**config.mk**
```make
export PLATFORM = sky130hd
export DESIGN_NAME = sent_rx_crc_sched
export DESIGN_NICKNAME = d
export VERILOG_FILES = /design/src/rtl/sent_rx_pkg.sv /design/src/rtl/sent_rx_fall_detect.sv /design/src/rtl/sent_rx_crc_sched.sv
export SDC_FILE = /design/constraint.sdc
export NUM_CORES = 1
export LEC_CHECK = 0
export BUFFER_PORTS_ARGS = -buffer_cell sky130_fd_sc_hd__clkbuf_2
export CORE_ASPECT_RATIO = 0.6
export CORE_MARGIN = 2
export CORE_UTILIZATION = 50
export CTS_BUF_LIST = sky130_fd_sc_hd__clkbuf_4 sky130_fd_sc_hd__clkbuf_8
export CTS_CLUSTER_DIAMETER = 80
export CTS_CLUSTER_SIZE = 10
export DETAILED_ROUTE_END_ITERATION = 10
export MAX_ROUTING_LAYER = met4
export PLACE_DENSITY = 0.77
export SLEW_MARGIN = 15
export SYNTH_ARGS = -nofsm -noshare
export SYNTH_HDL_FRONTEND = slang
export SYNTH_SLANG_ARGS = --single-unit
```
**constraint.sdc**
```tcl
create_clock -name clk_rx -period 3.2 [get_ports clk_rx]
set_clock_uncertainty 0.1 [all_clocks]
set_input_delay 0.32 -clock clk_rx [delete_from_list [all_inputs] [get_ports clk_rx]]
set_output_delay 0.32 -clock clk_rx [all_outputs]
set_load 0.05 [all_outputs]
```
**src/rtl/sent_rx_pkg.sv**
```systemverilog
// Shared definitions for the SENT receive CRC scheduler: source codes, FSM encoding and
// the fixed-priority source picker.
package sent_rx_pkg;

    localparam int unsigned NUM_SRC                = 5;
    localparam int unsigned TIMEOUT_CYCLES_DEFAULT = 64;

    localparam logic [2:0] SRC_FAST6 = 3'd0;
    localparam logic [2:0] SRC_FAST4 = 3'd1;
    localparam logic [2:0] SRC_FAST3 = 3'd2;
    localparam logic [2:0] SRC_ENH   = 3'd3;
    localparam logic [2:0] SRC_SHORT = 3'd4;

    typedef enum logic [1:0] {
        StIdle   = 2'd0,
        StStart  = 2'd1,
        StWait   = 2'd2,
        StReport = 2'd3
    } state_e;

    // Lowest source code wins; bit i of pend belongs to source code i.
    function automatic logic [2:0] pick_src(input logic [NUM_SRC-1:0] pend);
        logic [2:0] src;
        src = SRC_FAST6;
        for (int i = NUM_SRC - 1; i >= 0; i--) begin
            if (pend[i]) begin
                src = 3'(i);
            end
        end
        return src;
    endfunction

endpackage

```
**src/rtl/sent_rx_fall_detect.sv**
```systemverilog
// Per-source falling-edge detector with a single-deep pending bit and overrun indication.
module sent_rx_fall_detect (
    input  logic clk_rx,
    input  logic reset,
    input  logic level_i,
    input  logic clr_i,
    output logic pending_o,
    output logic overrun_o
);

    logic prev_q;
    logic pending_q;
    logic pending_d;
    logic fall;

    assign fall = prev_q & ~level_i;

    // A fresh edge beats a same-cycle clear, so a request is never lost.
    always_comb begin
        pending_d = pending_q;
        if (fall) begin
            pending_d = 1'b1;
        end else if (clr_i) begin
            pending_d = 1'b0;
        end
    end

    always_ff @(posedge clk_rx or posedge reset) begin
        if (reset) begin
            prev_q    <= 1'b0;
            pending_q <= 1'b0;
        end else begin
            prev_q    <= level_i;
            pending_q <= pending_d;
        end
    end

    assign pending_o = pending_q;
    assign overrun_o = fall & pending_q & ~clr_i;

endmodule

```
**src/rtl/sent_rx_crc_sched.sv**
```systemverilog
// Arbitrates CRC check requests from five SENT decoders onto one shared CRC checker and
// reports per-frame results, timeouts, overruns and a saturating CRC error count.
module sent_rx_crc_sched
    import sent_rx_pkg::*;
#(
    parameter int unsigned TIMEOUT_CYCLES = TIMEOUT_CYCLES_DEFAULT,
    parameter int unsigned CNT_W          = 8
) (
    input  logic             clk_rx,
    input  logic             reset,
    input  logic             done_pre_data_fast6_i,
    input  logic             done_pre_data_fast4_i,
    input  logic             done_pre_data_fast3_i,
    input  logic             done_pre_data_enhanced_i,
    input  logic             done_pre_data_short_i,
    output logic             enable_crc_check_fast6_o,
    output logic             enable_crc_check_fast4_o,
    output logic             enable_crc_check_fast3_o,
    output logic             enable_crc_check_enhanced_o,
    output logic             enable_crc_check_serial_o,
    input  logic             crc_done_i,
    input  logic             crc_ok_i,
    input  logic             clear_status_i,
    output logic             busy_o,
    output logic             frame_ok_o,
    output logic             frame_err_o,
    output logic [2:0]       frame_src_o,
    output logic             overrun_o,
    output logic             timeout_o,
    output logic [CNT_W-1:0] crc_err_cnt_o
);

    localparam int unsigned TMO_W = (TIMEOUT_CYCLES > 1) ? $clog2(TIMEOUT_CYCLES) : 1;
    localparam logic [TMO_W-1:0] TMO_LAST = TMO_W'(TIMEOUT_CYCLES - 1);

    state_e             state_q, state_d;
    logic [2:0]         src_q, src_d;
    logic [TMO_W-1:0]   tmo_cnt_q, tmo_cnt_d;
    logic               ok_q, ok_d;
    logic               overrun_q, overrun_d;
    logic               timeout_q, timeout_d;
    logic [CNT_W-1:0]   cnt_q, cnt_d;

    logic [NUM_SRC-1:0] level;
    logic [NUM_SRC-1:0] pend;
    logic [NUM_SRC-1:0] ovr;
    logic [NUM_SRC-1:0] clr;
    logic [NUM_SRC-1:0] en;
    logic               tmo_hit;

    assign level = {done_pre_data_short_i, done_pre_data_enhanced_i, done_pre_data_fast3_i,
                    done_pre_data_fast4_i, done_pre_data_fast6_i};

    // The winner's pending bit is retired while its start pulse is out.
    assign clr = (state_q == StStart) ? (NUM_SRC'(1) << src_q) : '0;

    for (genvar g = 0; g < NUM_SRC; g++) begin : g_src
        sent_rx_fall_detect u_fall_detect (
            .clk_rx    (clk_rx),
            .reset     (reset),
            .level_i   (level[g]),
            .clr_i     (clr[g]),
            .pending_o (pend[g]),
            .overrun_o (ovr[g])
        );
    end

    assign tmo_hit = (tmo_cnt_q == TMO_LAST);

    always_ff @(posedge clk_rx or posedge reset) begin
        if (reset) begin
            state_q <= StIdle;
        end else begin
            state_q <= state_d;
        end
    end

    always_comb begin
        state_d = state_q;
        unique case (state_q)
            StIdle:   if (|pend) state_d = StStart;
            StStart:  state_d = StWait;
            StWait:   if (crc_done_i || tmo_hit) state_d = StReport;
            StReport: state_d = StIdle;
            default:  state_d = StIdle;
        endcase
    end

    always_comb begin
        en          = '0;
        busy_o      = (state_q != StIdle);
        frame_ok_o  = 1'b0;
        frame_err_o = 1'b0;
        unique case (state_q)
            StStart:  en = NUM_SRC'(1) << src_q;
            StReport: begin
                frame_ok_o  = ok_q;
                frame_err_o = ~ok_q;
            end
            default: ;
        endcase
    end

    // Datapath next-state; crc_done is only looked at in WAIT and beats a same-cycle timeout.
    always_comb begin
        src_d     = src_q;
        tmo_cnt_d = tmo_cnt_q;
        ok_d      = ok_q;
        overrun_d = overrun_q | (|ovr);
        timeout_d = timeout_q;
        cnt_d     = cnt_q;
        unique case (state_q)
            StIdle: if (|pend) src_d = pick_src(pend);
            StStart: begin
                tmo_cnt_d = '0;
                ok_d      = 1'b0;
            end
            StWait: begin
                if (crc_done_i) begin
                    ok_d = crc_ok_i;
                    if (!crc_ok_i && (cnt_q != '1)) begin
                        cnt_d = cnt_q + 1'b1;
                    end
                end else if (tmo_hit) begin
                    ok_d      = 1'b0;
                    timeout_d = 1'b1;
                end else begin
                    tmo_cnt_d = tmo_cnt_q + 1'b1;
                end
            end
            default: ;
        endcase
        if (clear_status_i) begin
            overrun_d = 1'b0;
            timeout_d = 1'b0;
            cnt_d     = '0;
        end
    end

    always_ff @(posedge clk_rx or posedge reset) begin
        if (reset) begin
            src_q     <= 3'd0;
            tmo_cnt_q <= '0;
            ok_q      <= 1'b0;
            overrun_q <= 1'b0;
            timeout_q <= 1'b0;
            cnt_q     <= '0;
        end else begin
            src_q     <= src_d;
            tmo_cnt_q <= tmo_cnt_d;
            ok_q      <= ok_d;
            overrun_q <= overrun_d;
            timeout_q <= timeout_d;
            cnt_q     <= cnt_d;
        end
    end

    assign enable_crc_check_fast6_o    = en[SRC_FAST6];
    assign enable_crc_check_fast4_o    = en[SRC_FAST4];
    assign enable_crc_check_fast3_o    = en[SRC_FAST3];
    assign enable_crc_check_enhanced_o = en[SRC_ENH];
    assign enable_crc_check_serial_o   = en[SRC_SHORT];
    assign frame_src_o                 = src_q;
    assign overrun_o                   = overrun_q;
    assign timeout_o                   = timeout_q;
    assign crc_err_cnt_o               = cnt_q;

endmodule
```
### Word-level counts from Yosys, hierarchy flattened

Cells that the tools add are included.

* add/sub/neg operators: 2
* equal/unequal tests: 11
* shift operators: 1
* multiplexer cells: 36
* bitwise logic cells: 27
* reduce and logical (&&, ||, !) cells: 23

Operators by type and width (count)
* 2-to-1 mux 8 bit: 4
* nonzero test 2 bit: 11
* 2-to-1 mux 1 bit: 19
* bitwise AND 1 bit: 15
* 2-to-1 mux 3 bit: 5
* 2-to-1 mux 6 bit: 2
* one-hot mux 6 bit (2 select lines): 1
* inverter 1 bit: 11
* OR reduction 5 bit: 2
* AND reduction 3 bit: 3
* adder 8 x 1 -> 8 bit, second input constant: 1
* != test 2 bit, second input constant: 4
* != test 8 bit, second input constant: 1
* one-hot mux 2 bit (4 select lines): 1
* adder 6 x 1 -> 6 bit, second input constant: 1
* == test 6 bit, second input constant: 1
* AND reduction 2 bit: 3
* 2-to-1 mux 5 bit: 1
* left shift 1 x 3 -> 5 bit, first input constant: 1
* == test 2 bit, second input constant: 2
* 2-to-1 mux 2 bit: 2
* != test 3 bit, second input constant: 1
* == test 2 x 1 -> 1 bit, second input constant: 1
* logical NOT 2 bit: 1
* 6 further kinds: 6

* flip-flop bits (word level): 32
* output and inout port bits: 21
* logic and storage cells: 117

### Longest topological paths before layout

Gate-level depths: netlist of run 1.

* depth after elaboration: 7
* mapped depth: 7

### Modules after synthesis

From an unflattened synthesis of run 1, not the netlist that was laid out.

* cells, all modules: 185
* area total of the unflattened synthesis: 1788.0 um^2

Modules (own cells, without submodules)
* sent_rx_crc_sched: times used 1, cells each 150, area each 1418.9 um^2, seq. area each 550.5 um^2
* sent_rx_fall_detect: times used 5, cells each 7, area each 73.8 um^2, seq. area each 50.0 um^2

### Worst setup path before layout of run 1

No wires, ideal clock.

* kind: flip-flop to flip-flop
* start point: register src_q[2], in the netlist frame_src_o[2]
* end point: register g_src[4].u_fall_detect.pending_q
* arrival: 2.619 ns
* data required time: 2.875 ns
* setup slack: 0.256 ns
* cell stages (with the launch flop): 3
* path buffers: 0
* period minus slack after synthesis: 2.944 ns
* cell sequence: dfrtp_1 > nor4bb_1 > o22ai_1

* cells in the longest elaborated chain, start to end: 3

Ends and longest elaborated chain
* start: declaration: RTL line sent_rx_crc_sched.sv:37 `logic [2:0] src_q, src_d;`
* start signal: assignment: RTL line sent_rx_crc_sched.sv:149 `src_q <= src_d;`
* left shift 1 x 3 -> 5 bit
* 2-to-1 mux 5 bit
* net enable_crc_check_serial_o: RTL line sent_rx_crc_sched.sv:20 `output logic enable_crc_check_serial_o,`
* nonzero test 2 bit (no source line)
* end signal: assignment: RTL line sent_rx_fall_detect.sv:34 `pending_q <= pending_d;`
* end: declaration: RTL line sent_rx_fall_detect.sv:12 `logic pending_q;`

The timed path passes the listed nets, and every way through them passes these cells.
A chain may end at the register's enable or synchronous reset.

### Worst setup path after layout of run 1

* start point: register state_q[1]
* end point: output enable_crc_check_serial_o

* cells in the longest elaborated chain, start to end: 2

Ends and longest elaborated chain
* start: declaration: RTL line sent_rx_crc_sched.sv:36 `state_e state_q, state_d;`
* start signal: assignment: RTL line sent_rx_crc_sched.sv:72 `state_q <= StIdle;`
* start signal: assignment: RTL line sent_rx_crc_sched.sv:74 `state_q <= state_d;`
* == test 2 x 1 -> 1 bit: RTL line sent_rx_crc_sched.sv:94 `unique case (state_q)`
* 2-to-1 mux 5 bit: RTL line sent_rx_crc_sched.sv:94
* end: declaration: RTL line sent_rx_crc_sched.sv:20

Every way passes these cells.

==> results of run 1 <==
[sequential cells by signal, indices dropped and copies added (netlist names)]
name,flops
g_src.u_fall_detect.prev_q,5
overrun_o,1
frame_src_o,3
state_q,2
ok_q,1
crc_err_cnt_o,8
g_src.u_fall_detect.pending_o,5
timeout_o,1
tmo_cnt_q,6
[layer usage]
| metal | up-vias | track usage | routed length, um |
|---|---|---|---|
| li1 | 649 | - | - |
| met1 | 623 | 0.305 | 1810 |
| met2 | 35 | 0.320 | 1490 |
| met3 | 7 | 0.0574 | 167 |
| met4 | 0 | 0.118 | 67 |
| met5 | - | - | 0 |
[report_power, final]
part	internal, uW	switching [uW]	total, uW
Clock	171	150	321
Combinational	175	355	531
Sequential	473	86.8	559
Total	819	592	1410
[worst min-delay path by stage]
stage,to,cells after the start
floorplan,g_src[0].u_fall_detect.prev_q,0
global placement,overrun_o,3
detailed placement,overrun_o,3
CTS,g_src[0].u_fall_detect.prev_q,1
global route,g_src[2].u_fall_detect.prev_q,1
finish,g_src[0].u_fall_detect.prev_q,1
[layout by cell type (no fill, tap or decap), drive strengths merged, types with 3 or more instances in the layout]
cell	Yosys	routed
nand4	3	3
nor2	17	17
a21oi	5	5
clkbuf	1	36
o22ai	3	3
xor2	3	3
nor3	3	3
nand2	13	13
o21ai	7	7
ha	7	7
nand3	4	4
dfrtp	32	32
nor2b	4	4
mux2i	6	6
nor4	4	4
inv	15	15
a22o	3	3
[metrics by stage]
stage                      util  hold WS (ps)
after floorplan               -           251
after global placement    0.612           297
after detailed placement  0.612           305
after CTS                 0.647          50.4
after global routing      0.647          51.6
final                     0.647          55.1
[cells by family after synthesis]
kind of cell,synth area share
simple gates,0.216
flops,0.493
compound gates,0.129
buf+inv,0.0393
mux,0.0462
fa+ha+maj,0.0539
xor+xnor,0.0216
[timing repair]
action,4_1_cts,5_1_grt
setup endpoints to repair,0,0
hold buffers,1,0
hold endpoints to repair,32,0
[final cells by class]
cell class                      instances  share of cell area
Sequential cell                        32               0.415
Multi-Input combinational cell        111               0.394
Timing Repair Buffer                   32              0.0869
Clock buffer                            6              0.0428
Inverter                               15              0.0292
Tap cell                               42              0.0272
Clock inverter                          2             0.00519
==> reports/metrics.cfg, run 1 <==
[outcome]
status=complete, no violations

[global_route]
grt_use_total=0.226
grt_pass1_wl_um=5860
antenna_found_initial=0
grt_max_degree=33
grt_pass1_vias=1202
overflow=0

[floorplan]
io_pins=31
rows=15
die_h_um=48.1
initial_core_util=0.544
dieArea_um2=3730
core_um2=2980
die_w_um=77.6

[sta]
final-setup-viol-count=0
period_needed_ps=2370
setup_slack_ps=827
rsz0062_at_grt=no
period_share=0.741
slew_headroom=0.686
hold_viol=0
fin_tns_setup_ps=0
fmax_ghz=0.421
tightest_slew_ps=464
slew_violations=0

[worst_setup_path]
critical_path_class=reg -> out
crit_buf_inv=2
cp_slowest_cell=nor4bb_1
slowest_delay_ps=430
start_kind=flip-flop
crit_family=buffers and inverters
reg2reg_to=tmo_cnt_q[4]
cp.depth=4
path_max_fanout=7
arrival_ps=1950
crit_path_start=state_q[1]
r2r-start=state_q[0]
reg2reg_slack_ps=1240
worstSetupEndpoint=enable_crc_check_serial_o
crit_required_ps=2780
crit_path_end_kind=output pin
cp_cell_sequence=inv_1, ha_1, nor4bb_1, clkbuf_2
worstRegToRegCells=6

[clocking]
ctsRootBufferMaster=clkbuf_8
cts_sinks=32
cts_resized=0
cts_buffers=5
cts_buffer_depth=2
cts_tree=done
path_clk_slew_ps=70
htree_num_levels=2
post_cts_buffers=0
clkLatencyLatePin_ps=290

[detailed_routing]
wirelength_um=3530
via_per_inst=5.48
wl_per_cell_um=14.7
antenna_left=0
dr.pass1.iters=4
drc=0
vias=1314
drt_iter0_drc=113

[synth]
syn_avg_cell_area_um2=10.2
synth_area_leaders=dfrtp_1 49%, ha_1 5.4%, mux2i_1 3.7%
synthArstFlopShare=1.00
synthDistinctLibCells=44
ys_seq_area_frac=0.493
synth_top_area_frac=0.493
synth_warnings=0
postSynthCellCount=160
yosys-top-cells-count=32 x dfrtp_1, 16 x nor2_1, 15 x inv_1
synth_nets=177
synthFlopType=dfrtp_1
yosysTopAreaCell=dfrtp_1
yosysMostFrequentCell=dfrtp_1
ys_ff_latch=32
synth_edf_count=0
synth_area_um2=1620

[placement]
pre_cts_slack_ps=1170
gp_congestion=0.811
portBuffers=30
dp.cells=231
place_area_um2=1830
hpwl_um=2650

[final_layout]
layout.cells.non_filler=240
postLayoutCellArea_um2=1930
drive_above_1_share=0.237
fin_nets=214
fillers=231
diodes=0
synthToLayoutAreaGrowth_pct=18.8
seqCellArea_um2=801
multiInputGateArea_um2=759

[power]
total_power_uw=1410
p_leak_uw=0.000977
p_per_area_nw_per_um2=731
ir_drop_uv=311

[worst_hold_path]
hp-start=done_pre_data_fast6_i
hold_class=in -> reg

[job]
maxCapViolCount=0

Note: power is estimated with default switching activity, not from simulation.
==> inputs of run 2 (changes only) <==
--- a/config.mk
+++ b/config.mk
@@ -5,6 +5,7 @@
 export SDC_FILE = /design/constraint.sdc
 export NUM_CORES = 1
 export LEC_CHECK = 0
+export ABC_AREA = 1
 export BUFFER_PORTS_ARGS = -buffer_cell sky130_fd_sc_hd__clkbuf_2
 export CORE_ASPECT_RATIO = 0.6
 export CORE_MARGIN = 2
@@ -14,7 +15,7 @@
 export CTS_CLUSTER_SIZE = 10
 export DETAILED_ROUTE_END_ITERATION = 10
 export MAX_ROUTING_LAYER = met4
-export PLACE_DENSITY = 0.77
+export PLACE_DENSITY = 0.79
 export SLEW_MARGIN = 15
 export SYNTH_ARGS = -nofsm -noshare
 export SYNTH_HDL_FRONTEND = slang
==> constraint.sdc (replaced) <==
create_clock -name clk_rx -period 2.07 [get_ports clk_rx]
set_clock_uncertainty 0.1 [all_clocks]
set_input_delay 0.207 -clock clk_rx [delete_from_list [all_inputs] [get_ports clk_rx]]
set_output_delay 0.207 -clock clk_rx [all_outputs]
set_load 0.05 [all_outputs]
==> reports/metrics.cfg, run 2 <==
[outcome]
status=complete, no violations  ; unchanged

[clocking]
cts_buffers=5  ; unchanged
path_clk_slew_ps=70  ; about the same
cts_tree=done  ; unchanged
post_cts_buffers=0  ; unchanged
ctsRootBufferMaster=clkbuf_8  ; unchanged
htree_num_levels=2  ; unchanged
cts_sinks=32  ; unchanged
clkLatencyLatePin_ps=290  ; about the same
cts_buffer_depth=2  ; unchanged

[job]
maxCapViolCount=0  ; unchanged

[detailed_routing]
via_per_inst=4.79  ; was 5.48
dr.pass1.iters=4  ; unchanged
vias=1536  ; was 1314
drc=0  ; unchanged
drt_iter0_drc=127  ; was 113
antenna_left=0  ; unchanged
wirelength_um=3740  ; was 3530 um
wl_per_cell_um=11.6  ; was 14.7 um

[placement]
pre_cts_slack_ps=319  ; was 1170 ps
hpwl_um=2800  ; was 2650 um
gp_congestion=0.847  ; was 0.811
portBuffers=30  ; unchanged

[synth]
synth_warnings=0  ; unchanged
synth_area_um2=1760  ; was 1620 um2
ys_ff_latch=32  ; unchanged
postSynthCellCount=232  ; was 160
yosysTopAreaCell=dfrtp_1  ; unchanged
syn_avg_cell_area_um2=7.58  ; was 10.2 um2
synthDistinctLibCells=26  ; was 44
synth_top_area_frac=0.455  ; was 0.493
synthArstFlopShare=1.00  ; unchanged
synthFlopType=dfrtp_1  ; unchanged
yosys-top-cells-count=64 x nand2_1, 41 x inv_1, 32 x dfrtp_1  ; was 32 x dfrtp_1, 16 x nor2_1, 15 x inv_1
synth_area_leaders=dfrtp_1 46%, nand2_1 14%, inv_1 8.7%  ; was dfrtp_1 49%, ha_1 5.4%, mux2i_1 3.7%
ys_seq_area_frac=0.455  ; was 0.493
synth_nets=249  ; was 177
yosysMostFrequentCell=nand2_1  ; was dfrtp_1
synth_edf_count=0  ; unchanged

[worst_setup_path]
start_kind=flip-flop  ; unchanged
arrival_ps=1630  ; was 1950 ps
path_max_fanout=4  ; was 7
critical_path_class=reg -> out  ; unchanged
crit_path_end_kind=output pin  ; unchanged
crit_required_ps=1760  ; was 2780 ps

[final_layout]
most-common-layout-cells=64 x nand2_1, 41 x inv_1, 32 x dfrtp_1  ; was 32 x dfrtp_1, 30 x clkbuf_2, 16 x nor2_1
final_common_cell=nand2_1  ; was dfrtp_1
synthToLayoutAreaGrowth_pct=21.8  ; was 18.8%
seqCellArea_um2=801  ; unchanged
postLayoutCoreUtil=0.649  ; was 0.647
largest_reg_flops=8  ; unchanged
diodes=0  ; unchanged
fin_nets=292  ; was 214
multiInputGateArea_um2=786  ; was 759 um2
fillers=305  ; was 231
drive_above_1_share=0.207  ; was 0.237

[sta]
tightest_slew_ps=399  ; was 464 ps
setup_slack_ps=134  ; was 827 ps
slew_headroom=0.734  ; was 0.686
slew_violations=0  ; unchanged
final-setup-viol-count=0  ; unchanged
hold_viol=0  ; unchanged
period_share=0.935
period_needed_ps=1940
fmax_ghz=0.516

[floorplan]
die_w_um=80.6  ; was 77.6 um
initial_core_util=0.533  ; was 0.544
die_h_um=49.9  ; was 48.1 um
dieArea_um2=4020  ; was 3730 um2
io_pins=31  ; unchanged
core_um2=3300  ; was 2980 um2
rows=16  ; was 15

[global_route]
overflow=0  ; unchanged
grt_pass1_vias=1460  ; was 1202
grt_use_total=0.224  ; was 0.226
grt_max_degree=33  ; unchanged
grt_pass1_wl_um=6570  ; was 5860 um
antenna_found_initial=0  ; unchanged

[power]
p_leak_uw=0.00118  ; was 0.000977 uW
sw_frac_of_total=0.443  ; was 0.420
p_int_uw=1280  ; was 819 uW
ir_drop_uv=661  ; was 311 uV
p_switching_uw=1020  ; was 592 uW
p_per_area_nw_per_um2=1070  ; was 731 nW/um2
clockPowerShare=0.226  ; was 0.228
p_comb_frac=0.400  ; was 0.376
power_frac_seq=0.374  ; was 0.396

[worst_hold_path]
hold_class=in -> reg  ; unchanged

==> run 2: cell count changes in the layout (fill, tap and decap cells not counted), moves of 5 or more <==
cell,delta
dlygate4sd3_1,+5
inv_1,+26
mux2i_1,-6
nand2_1,+51
nand2_2,+7
nand3_1,+11
nor2_1,+9
o21ai_1,+6
==> run 2: repair_timing <==
action,CTS,global route
pin swaps,0,0
hold buffers,6,0
setup endpoints to repair,1,3
hold endpoints to repair,37,0
gates resized for setup,1,10
==> run 2: worst max-delay path, stage by stage, from the launching register on <==
cell and delay (ps):
dfrtp_1 420, inv_1 120, ha_2 210, inv_1 70
nor2_2 130, nand2_1 120, inv_1 110, buf_6 160
==> run 2: cell type report <==
cell class	count	share of cell area
clock inverter	2	0.00701
tap	45	0.0263
sequential	32	0.374
inverter	45	0.0794
multi-input combinational	154	0.367
timing repair buffer	37	0.109
clock buffer	6	0.0385
==> run 2: through the flow <==
stage                     cells  area, um2  hold WS (ps)  total power, uW  TNS, ps
after detailed placement    307       1970           193             1760        0
final                       321       2140          14.1             2300        0
after global routing        321       2140          14.4             2460    -1.58
after floorplan             232       1760           138             1550        0
after global placement      307       1970           190             1740        0
after CTS                   321       2130          18.3             2290        0
==> run 2: logic make-up after synthesis <==
family | Yosys count | synth area share
AOI/OAI and AO/OA | 22 | 0.0761
and+or+nand+nor | 124 | 0.313
buffers and inverters | 46 | 0.101
DFF | 32 | 0.455
xor gates and xnor gates | 1 | 0.00498
adders and majority gates | 7 | 0.0498
==> run 2: worst paths after layout <==
path,start,endpoint,slack [ps],cells past startpoint
min in group asynchronous,reset,g_src[0].u_fall_detect.prev_q,400,4
worst min-delay path,clear_status_i,overrun_o,10,2
worst min register to register,g_src[3].u_fall_detect.prev_q,g_src[3].u_fall_detect.pending_o,380,2
worst max-delay path,state_q[1],enable_crc_check_fast3_o,130,7
max in group asynchronous,reset,tmo_cnt_q[0],1170,4
worst max register to register,state_q[0],crc_err_cnt_o[2],290,9
==> run 2: power groups by stage <==
stage,sequential (uW),clock [uW],combinational [uW]
floorplan,917,0,635
global placement,857,0,879
detailed placement,862,0,894
CTS,851,532,906
global route,871,560,1020
finish,857,519,919
==> run 2: metal layers <==
layer / track usage / up-vias / part of all wire
met5: - / - / 0
met3: 0.0623 / 5 / 0.056
met1: 0.319 / 686 / 0.52
met4: 0.0678 / 0 / 0.012
met2: 0.310 / 44 / 0.41
li1: - / 801 / -
